--- src/rtl/ama_riscv_operand_stage_if.sv ---
// Bundle between the operand stage and its neighbours: decode, register file,
// writeback, and the execute stage. The operand stage is the slave side.
interface ama_riscv_operand_stage_if #(
    parameter int RF_AW = 5,
    parameter int DW    = 32,
    parameter int SCW   = 16
);
    logic             id_valid;
    logic             id_ready;
    logic [RF_AW-1:0] id_rs1;
    logic [RF_AW-1:0] id_rs2;
    logic             id_rs1_used;
    logic             id_rs2_used;
    logic [RF_AW-1:0] id_rd;
    logic             id_rd_we;
    logic             id_is_load;
    logic [RF_AW-1:0] rf_addr_a;
    logic [RF_AW-1:0] rf_addr_b;
    logic [DW-1:0]    rf_data_a;
    logic [DW-1:0]    rf_data_b;
    logic [DW-1:0]    ex_alu_data;
    logic             wb_we;
    logic [RF_AW-1:0] wb_rd;
    logic [DW-1:0]    wb_data;
    logic             flush;
    logic             ex_valid;
    logic             ex_ready;
    logic [DW-1:0]    ex_rs1_data;
    logic [DW-1:0]    ex_rs2_data;
    logic [RF_AW-1:0] ex_rd;
    logic             ex_rd_we;
    logic             ex_is_load;
    logic [SCW-1:0]   stall_cnt;

    modport master (
        output id_valid, id_rs1, id_rs2, id_rs1_used, id_rs2_used,
               id_rd, id_rd_we, id_is_load,
               rf_data_a, rf_data_b, ex_alu_data,
               wb_we, wb_rd, wb_data, flush, ex_ready,
        input  id_ready, rf_addr_a, rf_addr_b,
               ex_valid, ex_rs1_data, ex_rs2_data, ex_rd, ex_rd_we,
               ex_is_load, stall_cnt
    );

    modport slave (
        input  id_valid, id_rs1, id_rs2, id_rs1_used, id_rs2_used,
               id_rd, id_rd_we, id_is_load,
               rf_data_a, rf_data_b, ex_alu_data,
               wb_we, wb_rd, wb_data, flush, ex_ready,
        output id_ready, rf_addr_a, rf_addr_b,
               ex_valid, ex_rs1_data, ex_rs2_data, ex_rd, ex_rd_we,
               ex_is_load, stall_cnt
    );
endinterface

--- src/rtl/ama_riscv_operand_stage.sv ---
// ID->EX operand stage: forwarding mux (x0 / EX / WB / regfile), load-use bubble,
// 1-cycle registered output, valid/ready with flush; stalls ID while EX is held.
module ama_riscv_operand_stage #(
    parameter int RF_AW = 5,
    parameter int DW    = 32,
    parameter int SCW   = 16
) (
    input  logic                         clk,
    input  logic                         rst,
    ama_riscv_operand_stage_if.slave     io_bus
);
    logic             r_ex_valid;
    logic [DW-1:0]    r_ex_rs1_data;
    logic [DW-1:0]    r_ex_rs2_data;
    logic [RF_AW-1:0] r_ex_rd;
    logic             r_ex_rd_we;
    logic             r_ex_is_load;
    logic [SCW-1:0]   r_stall_cnt;

    logic             w_ex_fwd_ok;
    logic             w_hazard;
    logic             w_adv;
    logic [DW-1:0]    w_op_a;
    logic [DW-1:0]    w_op_b;

    assign io_bus.rf_addr_a = io_bus.id_rs1;
    assign io_bus.rf_addr_b = io_bus.id_rs2;

    // A load's data is not available in EX, so only ALU results forward from there.
    assign w_ex_fwd_ok = r_ex_valid & r_ex_rd_we & ~r_ex_is_load;

    always_comb begin
        w_op_a = io_bus.rf_data_a;
        if (io_bus.id_rs1 == '0)
            w_op_a = '0;
        else if (w_ex_fwd_ok && (r_ex_rd == io_bus.id_rs1))
            w_op_a = io_bus.ex_alu_data;
        else if (io_bus.wb_we && (io_bus.wb_rd == io_bus.id_rs1))
            w_op_a = io_bus.wb_data;
    end

    always_comb begin
        w_op_b = io_bus.rf_data_b;
        if (io_bus.id_rs2 == '0)
            w_op_b = '0;
        else if (w_ex_fwd_ok && (r_ex_rd == io_bus.id_rs2))
            w_op_b = io_bus.ex_alu_data;
        else if (io_bus.wb_we && (io_bus.wb_rd == io_bus.id_rs2))
            w_op_b = io_bus.wb_data;
    end

    assign w_hazard = io_bus.id_valid & r_ex_valid & r_ex_is_load & r_ex_rd_we &
                      (r_ex_rd != '0) &
                      ((io_bus.id_rs1_used & (io_bus.id_rs1 == r_ex_rd)) |
                       (io_bus.id_rs2_used & (io_bus.id_rs2 == r_ex_rd)));

    assign w_adv           = ~r_ex_valid | io_bus.ex_ready;
    assign io_bus.id_ready = io_bus.flush | (w_adv & ~w_hazard);

    always_ff @(posedge clk or posedge rst) begin
        if (rst) begin
            r_ex_valid    <= 1'b0;
            r_ex_rs1_data <= '0;
            r_ex_rs2_data <= '0;
            r_ex_rd       <= '0;
            r_ex_rd_we    <= 1'b0;
            r_ex_is_load  <= 1'b0;
            r_stall_cnt   <= '0;
        end else if (io_bus.flush) begin
            r_ex_valid <= 1'b0;
        end else if (w_adv) begin
            if (w_hazard) begin
                r_ex_valid <= 1'b0;
                if (r_stall_cnt != '1)
                    r_stall_cnt <= r_stall_cnt + 1'b1;
            end else if (io_bus.id_valid) begin
                r_ex_valid    <= 1'b1;
                r_ex_rs1_data <= w_op_a;
                r_ex_rs2_data <= w_op_b;
                r_ex_rd       <= io_bus.id_rd;
                r_ex_rd_we    <= io_bus.id_rd_we;
                r_ex_is_load  <= io_bus.id_is_load;
            end else begin
                r_ex_valid <= 1'b0;
            end
        end
    end

    assign io_bus.ex_valid    = r_ex_valid;
    assign io_bus.ex_rs1_data = r_ex_rs1_data;
    assign io_bus.ex_rs2_data = r_ex_rs2_data;
    assign io_bus.ex_rd       = r_ex_rd;
    assign io_bus.ex_rd_we    = r_ex_rd_we;
    assign io_bus.ex_is_load  = r_ex_is_load;
    assign io_bus.stall_cnt   = r_stall_cnt;
endmodule

--- src/flat_wrapper.sv ---
// flat-port wrapper written by rule: the top's interface ports become plain ports
module ama_riscv_operand_stage_flat 
#(
    parameter int RF_AW = 5,
    parameter int DW    = 32,
    parameter int SCW   = 16
)
  (clk, rst, io_bus_id_valid, io_bus_id_rs1, io_bus_id_rs2, io_bus_id_rs1_used, io_bus_id_rs2_used, io_bus_id_rd, io_bus_id_rd_we, io_bus_id_is_load, io_bus_rf_data_a, io_bus_rf_data_b, io_bus_ex_alu_data, io_bus_wb_we, io_bus_wb_rd, io_bus_wb_data, io_bus_flush, io_bus_ex_ready, io_bus_id_ready, io_bus_rf_addr_a, io_bus_rf_addr_b, io_bus_ex_valid, io_bus_ex_rs1_data, io_bus_ex_rs2_data, io_bus_ex_rd, io_bus_ex_rd_we, io_bus_ex_is_load, io_bus_stall_cnt);
  ama_riscv_operand_stage_if #(.RF_AW(RF_AW), .DW(DW), .SCW(SCW)) io_bus_i ();
  input  logic clk;
  input  logic rst;
  input wire logic [$bits(io_bus_i.id_valid)-1:0] io_bus_id_valid;
  input wire logic [$bits(io_bus_i.id_rs1)-1:0] io_bus_id_rs1;
  input wire logic [$bits(io_bus_i.id_rs2)-1:0] io_bus_id_rs2;
  input wire logic [$bits(io_bus_i.id_rs1_used)-1:0] io_bus_id_rs1_used;
  input wire logic [$bits(io_bus_i.id_rs2_used)-1:0] io_bus_id_rs2_used;
  input wire logic [$bits(io_bus_i.id_rd)-1:0] io_bus_id_rd;
  input wire logic [$bits(io_bus_i.id_rd_we)-1:0] io_bus_id_rd_we;
  input wire logic [$bits(io_bus_i.id_is_load)-1:0] io_bus_id_is_load;
  input wire logic [$bits(io_bus_i.rf_data_a)-1:0] io_bus_rf_data_a;
  input wire logic [$bits(io_bus_i.rf_data_b)-1:0] io_bus_rf_data_b;
  input wire logic [$bits(io_bus_i.ex_alu_data)-1:0] io_bus_ex_alu_data;
  input wire logic [$bits(io_bus_i.wb_we)-1:0] io_bus_wb_we;
  input wire logic [$bits(io_bus_i.wb_rd)-1:0] io_bus_wb_rd;
  input wire logic [$bits(io_bus_i.wb_data)-1:0] io_bus_wb_data;
  input wire logic [$bits(io_bus_i.flush)-1:0] io_bus_flush;
  input wire logic [$bits(io_bus_i.ex_ready)-1:0] io_bus_ex_ready;
  output wire logic [$bits(io_bus_i.id_ready)-1:0] io_bus_id_ready;
  output wire logic [$bits(io_bus_i.rf_addr_a)-1:0] io_bus_rf_addr_a;
  output wire logic [$bits(io_bus_i.rf_addr_b)-1:0] io_bus_rf_addr_b;
  output wire logic [$bits(io_bus_i.ex_valid)-1:0] io_bus_ex_valid;
  output wire logic [$bits(io_bus_i.ex_rs1_data)-1:0] io_bus_ex_rs1_data;
  output wire logic [$bits(io_bus_i.ex_rs2_data)-1:0] io_bus_ex_rs2_data;
  output wire logic [$bits(io_bus_i.ex_rd)-1:0] io_bus_ex_rd;
  output wire logic [$bits(io_bus_i.ex_rd_we)-1:0] io_bus_ex_rd_we;
  output wire logic [$bits(io_bus_i.ex_is_load)-1:0] io_bus_ex_is_load;
  output wire logic [$bits(io_bus_i.stall_cnt)-1:0] io_bus_stall_cnt;
  assign io_bus_i.id_valid = io_bus_id_valid;
  assign io_bus_i.id_rs1 = io_bus_id_rs1;
  assign io_bus_i.id_rs2 = io_bus_id_rs2;
  assign io_bus_i.id_rs1_used = io_bus_id_rs1_used;
  assign io_bus_i.id_rs2_used = io_bus_id_rs2_used;
  assign io_bus_i.id_rd = io_bus_id_rd;
  assign io_bus_i.id_rd_we = io_bus_id_rd_we;
  assign io_bus_i.id_is_load = io_bus_id_is_load;
  assign io_bus_i.rf_data_a = io_bus_rf_data_a;
  assign io_bus_i.rf_data_b = io_bus_rf_data_b;
  assign io_bus_i.ex_alu_data = io_bus_ex_alu_data;
  assign io_bus_i.wb_we = io_bus_wb_we;
  assign io_bus_i.wb_rd = io_bus_wb_rd;
  assign io_bus_i.wb_data = io_bus_wb_data;
  assign io_bus_i.flush = io_bus_flush;
  assign io_bus_i.ex_ready = io_bus_ex_ready;
  assign io_bus_id_ready = io_bus_i.id_ready;
  assign io_bus_rf_addr_a = io_bus_i.rf_addr_a;
  assign io_bus_rf_addr_b = io_bus_i.rf_addr_b;
  assign io_bus_ex_valid = io_bus_i.ex_valid;
  assign io_bus_ex_rs1_data = io_bus_i.ex_rs1_data;
  assign io_bus_ex_rs2_data = io_bus_i.ex_rs2_data;
  assign io_bus_ex_rd = io_bus_i.ex_rd;
  assign io_bus_ex_rd_we = io_bus_i.ex_rd_we;
  assign io_bus_ex_is_load = io_bus_i.ex_is_load;
  assign io_bus_stall_cnt = io_bus_i.stall_cnt;
  ama_riscv_operand_stage #(.RF_AW(RF_AW), .DW(DW), .SCW(SCW)) u_core (.clk(clk), .rst(rst), .io_bus(io_bus_i));
endmodule
--- config.mk ---
export PLATFORM = sky130hd
export DESIGN_NAME = ama_riscv_operand_stage_flat
export DESIGN_NICKNAME = d
export VERILOG_FILES = /design/src/rtl/ama_riscv_operand_stage_if.sv /design/src/rtl/ama_riscv_operand_stage.sv /design/src/flat_wrapper.sv
export SDC_FILE = /design/constraint.sdc
export NUM_CORES = 1
export LEC_CHECK = 0
export CELL_PAD_IN_SITES_DETAIL_PLACEMENT = 1
export CELL_PAD_IN_SITES_GLOBAL_PLACEMENT = 2
export CORE_MARGIN = 8
export CORE_UTILIZATION = 22
export DETAILED_ROUTE_END_ITERATION = 10
export PLACE_DENSITY_LB_ADDON = 0.1
export RECOVER_POWER = 25
export SLEW_MARGIN = 20
export SYNTH_ARGS = -nofsm -noshare
export SYNTH_HDL_FRONTEND = slang
export SYNTH_SLANG_ARGS = --single-unit
--- constraint.sdc ---
create_clock -name clk -period 2.7 [get_ports clk]
set_input_delay 0.27 -clock clk [delete_from_list [all_inputs] [get_ports clk]]
set_output_delay 0.27 -clock clk [all_outputs]
set_load 0.01 [all_outputs]
Yosys cells after proc, flatten, opt, wreduce, memory -nomap -nowiden. Index checks and enable logic that the tools add are counted. Widths: inputs -> output; s select.

$add $sub $neg: 1. Equality and inequality tests: 7. Muxes and demuxes: 10. Bitwise operators: 17. Reduce and logical (&&, ||, !) cells: 10.

Operator list (number): $mux 32 (6); $eq 5x5->1 (6); $add 16x1->16 const B (1); $ne 16x16->1 const B (1); $and 1x1->1 (10); $logic_not 5->1 (2); $reduce_and 4->1 (2); $reduce_bool 5->1 (1); $logic_and 1x1->1 (4); $mux 1 (4); $not 1->1 (4); $or 1x1->1 (3); $reduce_bool 2->1 (1).

Flip-flop bits (word level): 88. Output and inout bits: 99. Word-level logic and storage cells: 52.

Depth between registers and ports, before layout.
Word-level depth: 8. Mapped depth: 8.

Worst setup path after synthesis. Ideal clock, no wire load.

Kind: register to output. Start point: register u_core.r_ex_rd[0], in the netlist u_core.io_bus.ex_rd[0]. End point: output port io_bus_id_ready. Arrival: 1.942 ns. Data required time: 2.430 ns. Setup slack: 0.488 ns. Stages on the path, launching flop included: 6. Buffers on the path: 1. Path through: dfrtp_1 -> or4_1 -> o21ai_2 -> clkbuf_1 -> o21ai_0 -> nand2_1.

Cells in the longest elaborated chain, start to end: 7. Elaborated cells on any way between the ends: 11.

Ends and longest elaborated chain: start: declaration (line ama_riscv_operand_stage.sv:15) `logic [RF_AW-1:0] r_ex_rd;`; start signal: assignment (line ama_riscv_operand_stage.sv:80) `r_ex_rd <= io_bus.id_rd;`; $eq 5x5->1 (on tied branches) (line ama_riscv_operand_stage.sv:54, ama_riscv_operand_stage.sv:55); $and 1x1->1 (on tied branches) (line ama_riscv_operand_stage.sv:54, ama_riscv_operand_stage.sv:55); $or 1x1->1 (line ama_riscv_operand_stage.sv:54) `((io_bus.id_rs1_used & (io_bus.id_rs1 == r_ex_rd)) |`; $and 1x1->1 * (line ama_riscv_operand_stage.sv:53) `(r_ex_rd != '0) &`; $not 1->1 * (line ama_riscv_operand_stage.sv:58) `assign io_bus.id_ready = io_bus.flush | (w_adv & ~w_hazard);`; $and 1x1->1 * (line ama_riscv_operand_stage.sv:58); $or 1x1->1 * (line ama_riscv_operand_stage.sv:58); end: declaration (line flat_wrapper.sv:28) `output wire logic [$bits(io_bus_i.id_ready)-1:0] io_bus_id_ready;`.

Every way passes the cells marked *; elsewhere a longest branch is shown, timed or not.

Worst setup path in the final report.
Start point: register u_core.r_ex_rd[0], in the netlist u_core.io_bus.ex_rd[0]. End point: register u_core.r_ex_rs2_data[20], in the netlist u_core.io_bus.ex_rs2_data[20].

Cells in the longest elaborated chain, start to end: 6. Elaborated cells on any way between the ends: 14.

Ends and longest elaborated chain: $eq 5x5->1 (on tied branches) (line ama_riscv_operand_stage.sv:54, ama_riscv_operand_stage.sv:46, ama_riscv_operand_stage.sv:55); $and 1x1->1 (on tied branches) (line ama_riscv_operand_stage.sv:54, ama_riscv_operand_stage.sv:55); $or 1x1->1 (line ama_riscv_operand_stage.sv:54); $and 1x1->1 (line ama_riscv_operand_stage.sv:53); $not 1->1; $reduce_and 4->1 (no line); end signal: assignment (line ama_riscv_operand_stage.sv:79) `r_ex_rs2_data <= w_op_b;`; end: declaration (line ama_riscv_operand_stage.sv:14) `logic [DW-1:0] r_ex_rs2_data;`.

Several ways; a longest one is shown, not always the timed one. A chain may end at the register's enable or synchronous reset.

==> results.md <==
* Outcome: finished with violations
* Violated checks: capacitance limit, slew limit
* Synth cell types at 45
* Buffer and inverter count on the worst path at 2
* Layout cell share with drive strength beyond 1 at 9.42%
* RSZ-0062 raised after global routing: no
* Worst-margin pin slew at 1.81 ns
* Avg WL per Cell at ~24 um
* Final Hold Viols at 0
* Ys Warns at 0
* Initial drt markers at 312
* Synth top cells by count: inv_1 (103), dfrtp_1 (88), o32ai_1 (58)
* Initial antenna violation count at 4
* Fmax at 403 MHz
* Global-route wire length before repair at 45,500 um
* Comb pwr share at 32.1%
* CTS tree: done
* Worst endpoint data arrival time at about 2.7 ns
* Core area at 0.0269 mm2
* Net Count, Synth at 827
* Leakage power at 3.85 nW
* Crit path cell chain: or4_1, o21ai_2, buf_4, o21ba_4, buf_4, o32ai_1
* Final setup viols at 0
* Dominant cell by count in the synthesized netlist: inv_1
* Final min period at 2.48 ns
* Hold WS at 0.498 ns
* Nets at approximately 1,100
* Register area share after synthesis at 36.6%
* Synth area leaders: dfrtp_1 (37%), o32ai_1 (8.4%), inv_1 (6.4%), a21boi_0 (4.1%), nand3b_1 (4.1%)
* Final worst slack at about 0.22 ns
* Async SR Flop Fraction at 100%
* CP max stage cell: or4_1
* Vias at 6,289
* Clock root buffer: clkbuf_16
* Setup_tns at 0 ns
* Cell Pwr Density at 489 mW/mm2
* Worst vdd ir at 0.225 mV
* Crit-path most repeated cell: buf_4
* Grt total ovfl at 0
* Max Cap Viol at 1
* Post-placement cell count at 1,227
* Final instance area at about 0.0095 mm2
* Sequential power share at 35.5%
* Net Switching at 1.43 mW
* Power Internal at 3.19 mW
* Post-synthesis register bit count at 88
* Placed cell area at 0.00910 mm2
* Die ar. at 0.0329 mm2
* Cells after Synth at 668
* Reg area at around 0.0022 mm2
* Reg clk slew, reported paths at 0.07 ns
* WP data required at 2.92 ns
* Area share of the largest cell type after synthesis at 36.6%
* Power, Total at about 4.6 mW
* Max stage delay on crit path at 0.58 ns
* Std cell rows at 60
* Area of the multi-input gates at 0.00309 mm2
* Ys flop type: dfrtp_1
* Post-synth EDFFs at 0
* Clk Latency, worst-skew pair at 0.36 ns
* Fillers at 3,037
* Critical Path Sink Type: flip-flop
* IO Count at 257
* HP Class: flip-flop to flip-flop
* CTS Hold Bufs at 0
* Clock power frac at 32.4%
* Final Non-Filler Cells at 1,244
* Antenna-violating nets left at 0
* Initial Util at 22.4%
* Final core utilization at 35.2%
* Num Clock Sinks at 88
* Area growth, synth to finish at 57.0%
* Vias in the first global route at 7,409
* Crit share post-route at 91.9%
* Detailed placement HPWL at about 21,000 um
* Crit start category: flip-flop
* Quantity of I/O buffers inserted on ports at around 260
* Leading area contributor after synthesis: dfrtp_1
* Avg Vias per Cell at 5.06
* Clk_skew at 0.00647 ns
* Total wire length at 29,400 um
* Slew Limit Fails at 33
* First-pass detailed-route iteration total at 4
* CTS Buffer Depth at 2
* Crit Path Max Fanout at 28
* Largest net degree at the start of global routing at 65
* Chip Width at 181 um
* Cell family with most CP delay: buffers and inverters
* GRT Total Usage at 17.7%
* DRC at 0
* Mapped Avg Cell Area at 9.01 um2
* Die height at 181 um
* Gpl congestion at 0.784
* Max transition margin at -21.1%
* # H-tree levels at 3
* Crit path kind: flip-flop to flip-flop
* Num CTS Buffers at 9
* Sw Ratio at 30.9%
* Setup Fix Bufs, Post-CTS at 0
* Post-Synthesis Cell Area at approximately 0.006 mm2
* Dpl ws at -0.173 ns
-- power groups by stage --
| stage | combinational (mW) | clock (mW) | sequential, mW |
|---|---|---|---|
| after detailed placement | 1.50 | 0 | 1.67 |
| after global placement | 1.48 | 0 | 1.67 |
| final | 1.48 | 1.50 | 1.64 |
| after floorplan | 0.507 | 0 | 1.71 |
| after CTS | 1.51 | 1.55 | 1.65 |
| after global routing | 1.60 | 1.60 | 1.67 |
-- worst register-to-register path: stages (launching register included) --
cell and delay [ns]:
dfrtp_1 0.46, or4_1 0.58, o21ai_2 0.15, buf_4 0.30, o21ba_4 0.30, buf_4 0.37, o32ai_1 0.18
-- what timing repair did --
action | CTS | global route
gates cloned | 0 | 0
resized for setup | 0 | 4
pin swaps | 1 | 1
setup endpoints to repair | 1 | 3
-- worst paths after layout --
path,from,end,slack (ns),depth (start not counted)
max in group asynchronous,rst,u_core.io_bus.ex_rd[4]$_DFFE_PP0P_,0.86,3
setup reg to reg,u_core.io_bus.ex_rd[0]$_DFFE_PP0P_,u_core.io_bus.ex_rs2_data[20]$_DFFE_PP0P_,0.22,6
setup / recovery,u_core.io_bus.ex_rd[0]$_DFFE_PP0P_,u_core.io_bus.ex_rs2_data[20]$_DFFE_PP0P_,0.22,6
hold reg to reg,u_core.io_bus.stall_cnt[13]$_DFFE_PP0P_,u_core.io_bus.stall_cnt[13]$_DFFE_PP0P_,0.50,1
hold / removal,u_core.io_bus.stall_cnt[13]$_DFFE_PP0P_,u_core.io_bus.stall_cnt[13]$_DFFE_PP0P_,0.50,1
min in group asynchronous,rst,u_core.io_bus.ex_rs2_data[0]$_DFFE_PP0P_,0.82,2
-- metal layers --
metal	wire, um	GRT usage (%)
met2	14000	29.3
met5	37	0
met1	13100	22.1
met4	483	5.05
met3	1840	5.09
-- area by class of cell --
cell class                 instances  share of cell area [%]
clock buffer                      10                    2.42
inverter                         104                    4.14
clock inverter                     6                    1.14
sequential                        88                    23.3
tap                              341                    4.51
antenna                            1                  0.0265
multi-input combinational        399                    32.7
timing repair buffer             295                    31.7
-- logic make-up after synthesis --
family | share of synthesized area (%)
adders and majority gates | 0.208
buffers and inverters | 13.0
xor gates and xnor gates | 4.66
DFF | 36.6
muxes | 1.50
and+or+nand+nor | 14.5
AOI/OAI and AO/OA | 29.6
-- cell usage in the layout (no fill, tap or decap), types with 8 or more instances in the layout --
master           Yosys  layout
o31ai_1             32      32
o32ai_1             58      58
nand3b_1            33      33
inv_1              103     102
mux2_1               8       8
buf_12               0      11
a21boi_0            33      32
xor2_1              27      27
and3_1              34      33
clkdlybuf4s50_1      0     254
dfrtp_1             88      87
buf_4               10      27
o21ai_0             33      32
a211oi_1            32      32
nand2_1             11      11
clkbuf_16            0       9
nor4_2              10       9
a31oi_1             32      32
-- flip-flops by register name (all words and copies together) (netlist names) --
register / flops
u_core.io_bus.ex_is_load: 1
u_core.io_bus.ex_rd: 5
u_core.io_bus.ex_rd_we: 1
u_core.io_bus.ex_rs1_data: 32
u_core.io_bus.ex_rs2_data: 32
u_core.io_bus.ex_valid: 1
u_core.io_bus.stall_cnt: 16
(Power assumes the default switching activity.)
